## src/rtl/processing_unit_if.sv

```systemverilog
// rtl/processing_unit_if.sv - control strobes, memory data and datapath outputs of processing_unit
interface processing_unit_if #(
  parameter int word_size = 8,
  parameter int Sel1_size = 3,
  parameter int Sel2_size = 2
);
  logic                 Load_R0;
  logic                 Load_R1;
  logic                 Load_R2;
  logic                 Load_R3;
  logic                 Load_PC;
  logic                 Inc_PC;
  logic                 Load_IR;
  logic                 Load_Add_R;
  logic                 Load_Reg_Y;
  logic                 Load_Reg_Z;
  logic [Sel1_size-1:0] Sel_Bus_1_Mux;
  logic [Sel2_size-1:0] Sel_Bus_2_Mux;
  logic [word_size-1:0] mem_word;
  logic [word_size-1:0] instruction;
  logic                 zero;
  logic [word_size-1:0] address;
  logic [word_size-1:0] bus_1;

  modport master (
    output Load_R0, Load_R1, Load_R2, Load_R3, Load_PC, Inc_PC, Load_IR,
           Load_Add_R, Load_Reg_Y, Load_Reg_Z, Sel_Bus_1_Mux, Sel_Bus_2_Mux, mem_word,
    input  instruction, zero, address, bus_1
  );

  modport slave (
    input  Load_R0, Load_R1, Load_R2, Load_R3, Load_PC, Inc_PC, Load_IR,
           Load_Add_R, Load_Reg_Y, Load_Reg_Z, Sel_Bus_1_Mux, Sel_Bus_2_Mux, mem_word,
    output instruction, zero, address, bus_1
  );
endinterface

```

## src/rtl/processing_unit.sv

```systemverilog
// rtl/processing_unit.sv - register file, PC, IR, Add_R, Reg_Y/Reg_Z, ALU and bus muxes
module processing_unit #(
  parameter int word_size = 8,
  parameter int op_size   = 4,
  parameter int Sel1_size = 3,
  parameter int Sel2_size = 2
) (
  input  logic             clk,
  input  logic             rst,
  processing_unit_if.slave pu
);
  localparam logic [Sel1_size-1:0] SEL1_R0 = Sel1_size'(0);
  localparam logic [Sel1_size-1:0] SEL1_R1 = Sel1_size'(1);
  localparam logic [Sel1_size-1:0] SEL1_R2 = Sel1_size'(2);
  localparam logic [Sel1_size-1:0] SEL1_R3 = Sel1_size'(3);
  localparam logic [Sel1_size-1:0] SEL1_PC = Sel1_size'(4);

  localparam logic [Sel2_size-1:0] SEL2_ALU = Sel2_size'(0);
  localparam logic [Sel2_size-1:0] SEL2_B1  = Sel2_size'(1);
  localparam logic [Sel2_size-1:0] SEL2_MEM = Sel2_size'(2);

  localparam logic [op_size-1:0] OP_ADD  = op_size'(1);
  localparam logic [op_size-1:0] OP_SUB  = op_size'(2);
  localparam logic [op_size-1:0] OP_AND  = op_size'(3);
  localparam logic [op_size-1:0] OP_NOT  = op_size'(4);
  localparam logic [op_size-1:0] OP_SHL  = op_size'(9);
  localparam logic [op_size-1:0] OP_SHR  = op_size'(10);
  localparam logic [op_size-1:0] OP_SUBT = op_size'(11);

  logic [word_size-1:0] r0_q, r0_d, r1_q, r1_d, r2_q, r2_d, r3_q, r3_d;
  logic [word_size-1:0] pc_q, pc_d, ir_q, ir_d, add_r_q, add_r_d, reg_y_q, reg_y_d;
  logic                 reg_z_q, reg_z_d;

  logic [word_size-1:0] bus_1, bus_2, alu_out;
  logic [op_size-1:0]   opcode;

  assign opcode = ir_q[word_size-1 -: op_size];

  // Unlisted and unknown select codes fall to the default arm and drive 0.
  always_comb begin
    bus_1 = '0;
    case (pu.Sel_Bus_1_Mux)
      SEL1_R0: bus_1 = r0_q;
      SEL1_R1: bus_1 = r1_q;
      SEL1_R2: bus_1 = r2_q;
      SEL1_R3: bus_1 = r3_q;
      SEL1_PC: bus_1 = pc_q;
      default: bus_1 = '0;
    endcase
  end

  always_comb begin
    bus_2 = '0;
    case (pu.Sel_Bus_2_Mux)
      SEL2_ALU: bus_2 = alu_out;
      SEL2_B1:  bus_2 = bus_1;
      SEL2_MEM: bus_2 = pu.mem_word;
      default:  bus_2 = '0;
    endcase
  end

  // data_1 is Reg_Y, data_2 is Bus_1; word-width results drop carries and borrows.
  always_comb begin
    alu_out = '0;
    case (opcode)
      OP_ADD:  alu_out = reg_y_q + bus_1;
      OP_SUB:  alu_out = bus_1 - reg_y_q;
      OP_AND:  alu_out = reg_y_q & bus_1;
      OP_NOT:  alu_out = ~bus_1;
      OP_SHL:  alu_out = reg_y_q << 1;
      OP_SHR:  alu_out = reg_y_q >> 1;
      OP_SUBT: alu_out = reg_y_q - bus_1;
      default: alu_out = '0;
    endcase
  end

  always_comb begin
    r0_d    = pu.Load_R0    ? bus_2 : r0_q;
    r1_d    = pu.Load_R1    ? bus_2 : r1_q;
    r2_d    = pu.Load_R2    ? bus_2 : r2_q;
    r3_d    = pu.Load_R3    ? bus_2 : r3_q;
    ir_d    = pu.Load_IR    ? bus_2 : ir_q;
    add_r_d = pu.Load_Add_R ? bus_2 : add_r_q;
    reg_y_d = pu.Load_Reg_Y ? bus_2 : reg_y_q;
    reg_z_d = pu.Load_Reg_Z ? (alu_out == '0) : reg_z_q;
    pc_d    = pc_q;
    if (pu.Load_PC) begin
      pc_d = bus_2;
    end else if (pu.Inc_PC) begin
      pc_d = pc_q + word_size'(1);
    end
  end

  always_ff @(posedge clk or posedge rst) begin
    if (rst) begin
      r0_q    <= '0;
      r1_q    <= '0;
      r2_q    <= '0;
      r3_q    <= '0;
      pc_q    <= '0;
      ir_q    <= '0;
      add_r_q <= '0;
      reg_y_q <= '0;
      reg_z_q <= 1'b0;
    end else begin
      r0_q    <= r0_d;
      r1_q    <= r1_d;
      r2_q    <= r2_d;
      r3_q    <= r3_d;
      pc_q    <= pc_d;
      ir_q    <= ir_d;
      add_r_q <= add_r_d;
      reg_y_q <= reg_y_d;
      reg_z_q <= reg_z_d;
    end
  end

  assign pu.instruction = ir_q;
  assign pu.zero        = reg_z_q;
  assign pu.address     = add_r_q;
  assign pu.bus_1       = bus_1;
endmodule

```

## src/flat_wrapper.sv

```systemverilog
// flat-port wrapper written by rule: the top's interface ports become plain ports
module processing_unit_flat 
#(
  parameter int word_size = 8,
  parameter int op_size   = 4,
  parameter int Sel1_size = 3,
  parameter int Sel2_size = 2
)
  (clk, rst, pu_Load_R0, pu_Load_R1, pu_Load_R2, pu_Load_R3, pu_Load_PC, pu_Inc_PC, pu_Load_IR, pu_Load_Add_R, pu_Load_Reg_Y, pu_Load_Reg_Z, pu_Sel_Bus_1_Mux, pu_Sel_Bus_2_Mux, pu_mem_word, pu_instruction, pu_zero, pu_address, pu_bus_1);
  processing_unit_if #(.word_size(word_size), .Sel1_size(Sel1_size), .Sel2_size(Sel2_size)) pu_i ();
  input  logic clk;
  input  logic rst;
  input wire logic [$bits(pu_i.Load_R0)-1:0] pu_Load_R0;
  input wire logic [$bits(pu_i.Load_R1)-1:0] pu_Load_R1;
  input wire logic [$bits(pu_i.Load_R2)-1:0] pu_Load_R2;
  input wire logic [$bits(pu_i.Load_R3)-1:0] pu_Load_R3;
  input wire logic [$bits(pu_i.Load_PC)-1:0] pu_Load_PC;
  input wire logic [$bits(pu_i.Inc_PC)-1:0] pu_Inc_PC;
  input wire logic [$bits(pu_i.Load_IR)-1:0] pu_Load_IR;
  input wire logic [$bits(pu_i.Load_Add_R)-1:0] pu_Load_Add_R;
  input wire logic [$bits(pu_i.Load_Reg_Y)-1:0] pu_Load_Reg_Y;
  input wire logic [$bits(pu_i.Load_Reg_Z)-1:0] pu_Load_Reg_Z;
  input wire logic [$bits(pu_i.Sel_Bus_1_Mux)-1:0] pu_Sel_Bus_1_Mux;
  input wire logic [$bits(pu_i.Sel_Bus_2_Mux)-1:0] pu_Sel_Bus_2_Mux;
  input wire logic [$bits(pu_i.mem_word)-1:0] pu_mem_word;
  output wire logic [$bits(pu_i.instruction)-1:0] pu_instruction;
  output wire logic [$bits(pu_i.zero)-1:0] pu_zero;
  output wire logic [$bits(pu_i.address)-1:0] pu_address;
  output wire logic [$bits(pu_i.bus_1)-1:0] pu_bus_1;
  assign pu_i.Load_R0 = pu_Load_R0;
  assign pu_i.Load_R1 = pu_Load_R1;
  assign pu_i.Load_R2 = pu_Load_R2;
  assign pu_i.Load_R3 = pu_Load_R3;
  assign pu_i.Load_PC = pu_Load_PC;
  assign pu_i.Inc_PC = pu_Inc_PC;
  assign pu_i.Load_IR = pu_Load_IR;
  assign pu_i.Load_Add_R = pu_Load_Add_R;
  assign pu_i.Load_Reg_Y = pu_Load_Reg_Y;
  assign pu_i.Load_Reg_Z = pu_Load_Reg_Z;
  assign pu_i.Sel_Bus_1_Mux = pu_Sel_Bus_1_Mux;
  assign pu_i.Sel_Bus_2_Mux = pu_Sel_Bus_2_Mux;
  assign pu_i.mem_word = pu_mem_word;
  assign pu_instruction = pu_i.instruction;
  assign pu_zero = pu_i.zero;
  assign pu_address = pu_i.address;
  assign pu_bus_1 = pu_i.bus_1;
  processing_unit #(.word_size(word_size), .op_size(op_size), .Sel1_size(Sel1_size), .Sel2_size(Sel2_size)) u_core (.clk(clk), .rst(rst), .pu(pu_i));
endmodule
```

## config.mk

```make
export PLATFORM = sky130hd
export DESIGN_NAME = processing_unit_flat
export DESIGN_NICKNAME = d
export VERILOG_FILES = /design/src/rtl/processing_unit_if.sv /design/src/rtl/processing_unit.sv /design/src/flat_wrapper.sv
export SDC_FILE = /design/constraint.sdc
export NUM_CORES = 1
export LEC_CHECK = 0
export BUFFER_PORTS_ARGS = -buffer_cell sky130_fd_sc_hd__buf_4
export CAP_MARGIN = 40
export CORE_MARGIN = 3
export CORE_UTILIZATION = 54
export DETAILED_ROUTE_END_ITERATION = 16
export PLACE_DENSITY = 0.84
export SYNTH_ARGS = -nofsm -noshare
export SYNTH_HDL_FRONTEND = slang
export SYNTH_SLANG_ARGS = --single-unit
```

## constraint.sdc

```tcl
create_clock -name clk -period 3.5 [get_ports clk]
set_input_delay 0.7 -clock clk [delete_from_list [all_inputs] [get_ports clk]]
set_output_delay 0.7 -clock clk [all_outputs]
set_load 0.02 [all_outputs]
```

==> metrics.txt <==
outcome=complete, but fails checks; violated checks=setup timing; most common cell after layout, fill and taps aside=buf_4; RSZ-0062 raised after global routing=yes; Post-synth EDFFs=0; Peak VDD IR=549.7 uV; placed cell count=712; filler cell count=418; vias in the first global route=4,864; CP required=3.77 ns; CTS tree=done; Die Ht=96.39 um; Die Area=9290 um^2; most frequent cells in the layout=131 x buf_4, 82 x nor2_1, 65 x dfrtp_1, 31 x a21oi_1, 23 x a21oi_2; DRT iter0 DRCs=652; Final Cycle Share=1.167; FFs w/ async S/R, synth=1.000; Hold WS=0.3262 ns; Bufs on Longest Clock Path=2; synthesized cell area=4412 um^2; CP Launch Type=input pin; Port Buffers=49; Reg power frac=0.275; Detailed Routing Iterations Pass 1=7; clock skew=0.01538 ns; Crit-path slowest cell=nor3_1; Hold Buf Count CTS=0; net load switching power=0.001387 W; peak fanout along the critical path=10; ANT cells=0; worst-margin pin slew=0.8556 ns; CORE AREA=7848 um^2; post-route minimum period=4.085 ns; Fmax achieved=0.2448 GHz; Final Wtd Congestion=0.9947; Max stage delay on crit path=0.45 ns; post-route insts no fill=744; Setup crit end kind=register; switching share of total power=0.3864; Distinct cells, synth=66; Clock Latency Late Sink=0.37 ns; cells after synthesis=505; Area Growth Syn to Fin=47.84%; Arrival @ worst endpoint=4.36 ns; WL per Instance=23.10 um; HP Class=in -> async; Synth area leader=dfrtp_1; DRC Markers=0; CTS root buf=clkbuf_8; top_reg_cell synth=dfrtp_1; number of synthesized register bits=65; Clock Pin Slew Worst Setup and Hold Paths=0.09 ns; cts bufs inserted=9; crit-path cells=buf_4, buf_4, inv_1, buf_4, nor3_1, a21oi_2, inv_2, or3_1, o21ai_1, xnor2_1, ha_1, or3_1, o31a_1, or3_1, or3_4, o2111ai_4, o21ai_4, buf_12, a41oi_2; Final Hold Viols=0; combinational share of power=0.492; P_leak=2.931 nW; worst rel slew slack=0.4284; antenna violations before repair=0; first-pass GRT wire length=25,250 um; CP Class=in -> reg; Post-DP HPWL=10,720 um; fraction of layout cells with a size suffix above 1=0.4299; top-area cell type share of the netlist area=0.3687; Clk network pwr share=0.233; vias=4,983; final net count=688; Initial Utilization=0.5622; Sink Count=65; Tot GR Track Use=0.3635; post-synthesis sequential area ratio=0.3687; worst setup margin=-0.5848 ns; largest net degree at the start of global routing=29; cell area power density=550.2 nW/um^2; syn_area_per_cell=8.736 um^2; Max Slew Vio Count=0; Routed WL=17,180 um; standard-cell row count=32; Final Util=0.8312; final setup vio count=49; TNS Setup=-13.06 ns; vias per cell=6.698; IO Pins=50; Net Count, Synth=556; Maximum Capacitance Violations=0; ANT nets after route=0; Synthesis Warnings=0; Pint=0.002202 W; H-tree depth=3; total grt overflow=0; Die X=96.39 um; top cells by area, synth=dfrtp_1 37%, nor2_1 7.3%, a21oi_1 6.8%
## registers in the layout (all words and copies together) (netlist names)
name,cells
u_core.r3_q,8
u_core.pu.instruction,8
u_core.r0_q,8
u_core.r1_q,8
u_core.pu.zero,1
u_core.pc_q,8
u_core.reg_y_q,8
u_core.r2_q,8
u_core.pu.address,8
## cell families after synthesis
| logic type | after synthesis | synth area share |
|---|---|---|
| adder cells (fa/ha/maj) | 26 | 0.07714 |
| AO/OA/AOI/OAI | 159 | 0.2496 |
| multiplexers | 16 | 0.03885 |
| buffers and inverters | 56 | 0.05275 |
| flip-flops | 65 | 0.3687 |
| AND/OR/NAND/NOR | 167 | 0.1812 |
| XOR/XNOR | 16 | 0.03177 |
## cells in the mapped netlist (all sizes together), types with 3 or more instances
master and instances:
nor2 86, nor2b 10, o21ai 17, xnor2 9, nand2 20, inv 26
a31oi 5, buf 14, a21oi 60, a211oi 5, nand4 3, o22a 4
xor2 7, nor3 11, dfrtp 65, a22oi 12, a41oi 16, o221ai 3
clkbuf 16, a2bb2oi 7, nand3b 5, and3 3, ha 24, nand2b 3
or3 7, or4 3, nor3b 7, a211o 3, mux2i 10, mux2 6
a21boi 3, o21a 5, nand3 3
## worst max-delay path: cells and delay by family
kind	cells	cell delay, ns
and+or+nand+nor	5	1.62
AOI/OAI and AO/OA	6	0.87
buffers and inverters	6	0.84
adders and majority gates	1	0.19
xor gates and xnor gates	1	0.13
## per-stage QoR
step,power [W],setup slack (ns),cell area (um^2)
2_1_floorplan,0.001792,-0.5785,4563
3_3_place_gp,0.002339,-0.8155,5578
3_5_place_dp,0.002388,-0.9388,5578
4_1_cts,0.003293,-0.4060,6115
5_1_grt,0.003728,-0.6385,6523
6_report,0.003588,-0.5848,6523
## power groups by stage
stage	sequential, W	clock [W]	combinational (W)
6_report	0.000988	0.000834	0.00177
2_1_floorplan	0.000995	0	0.000797
3_3_place_gp	0.000972	0	0.00137
4_1_cts	0.000965	0.000822	0.00151
3_5_place_dp	0.000975	0	0.00141
5_1_grt	0.000992	0.000869	0.00187
## worst paths after layout
kind                                          start                        to  slack (ns)  depth (start not counted)
worst max-delay path            pu_Sel_Bus_1_Mux[1]      u_core.pu.address[7]       -0.58                         19
worst min-delay path                            rst            u_core.r2_q[4]        0.33                          2
worst max register to register       u_core.r3_q[0]  u_core.pu.instruction[5]       -0.44                         17
worst min register to register       u_core.r3_q[4]            u_core.r3_q[4]        0.53                          2
max in group asynchronous                       rst            u_core.pu.zero        2.44                          3
min in group clk                     u_core.r3_q[4]            u_core.r3_q[4]        0.53                          2
## cell type report
cell class	count	area [um^2]	share of cell area
clock buffer	9	123.9	0.01899
tap	102	127.6	0.01957
clock inverter	7	125.1	0.01918
multi-input combinational	384	3127	0.4794
inverter	26	97.59	0.01496
sequential	65	1627	0.2494
timing repair buffer	151	1295	0.1985
## repair_timing
item / in CTS / in global routing
resized for setup: 41 / 68
setup buffers: 6 / 16
pin swaps: 34 / 41
gates cloned: 1 / 0
endpoints found under the setup margin: 49 / 49
## layer usage
| layer | wire, um | up-vias | share of wire | GRT usage |
|---|---|---|---|---|
| li1 | - | 2102 | - | - |
| met1 | 6398 | 2373 | 0.37 | 0.4471 |
| met2 | 7933 | 379 | 0.46 | 0.5727 |
| met3 | 1719 | 129 | 0.10 | 0.09682 |
| met4 | 1132 | 0 | 0.066 | 0.2161 |
| met5 | 0 | - | 0 | 0 |
Note: power is estimated with default switching activity, not from simulation.
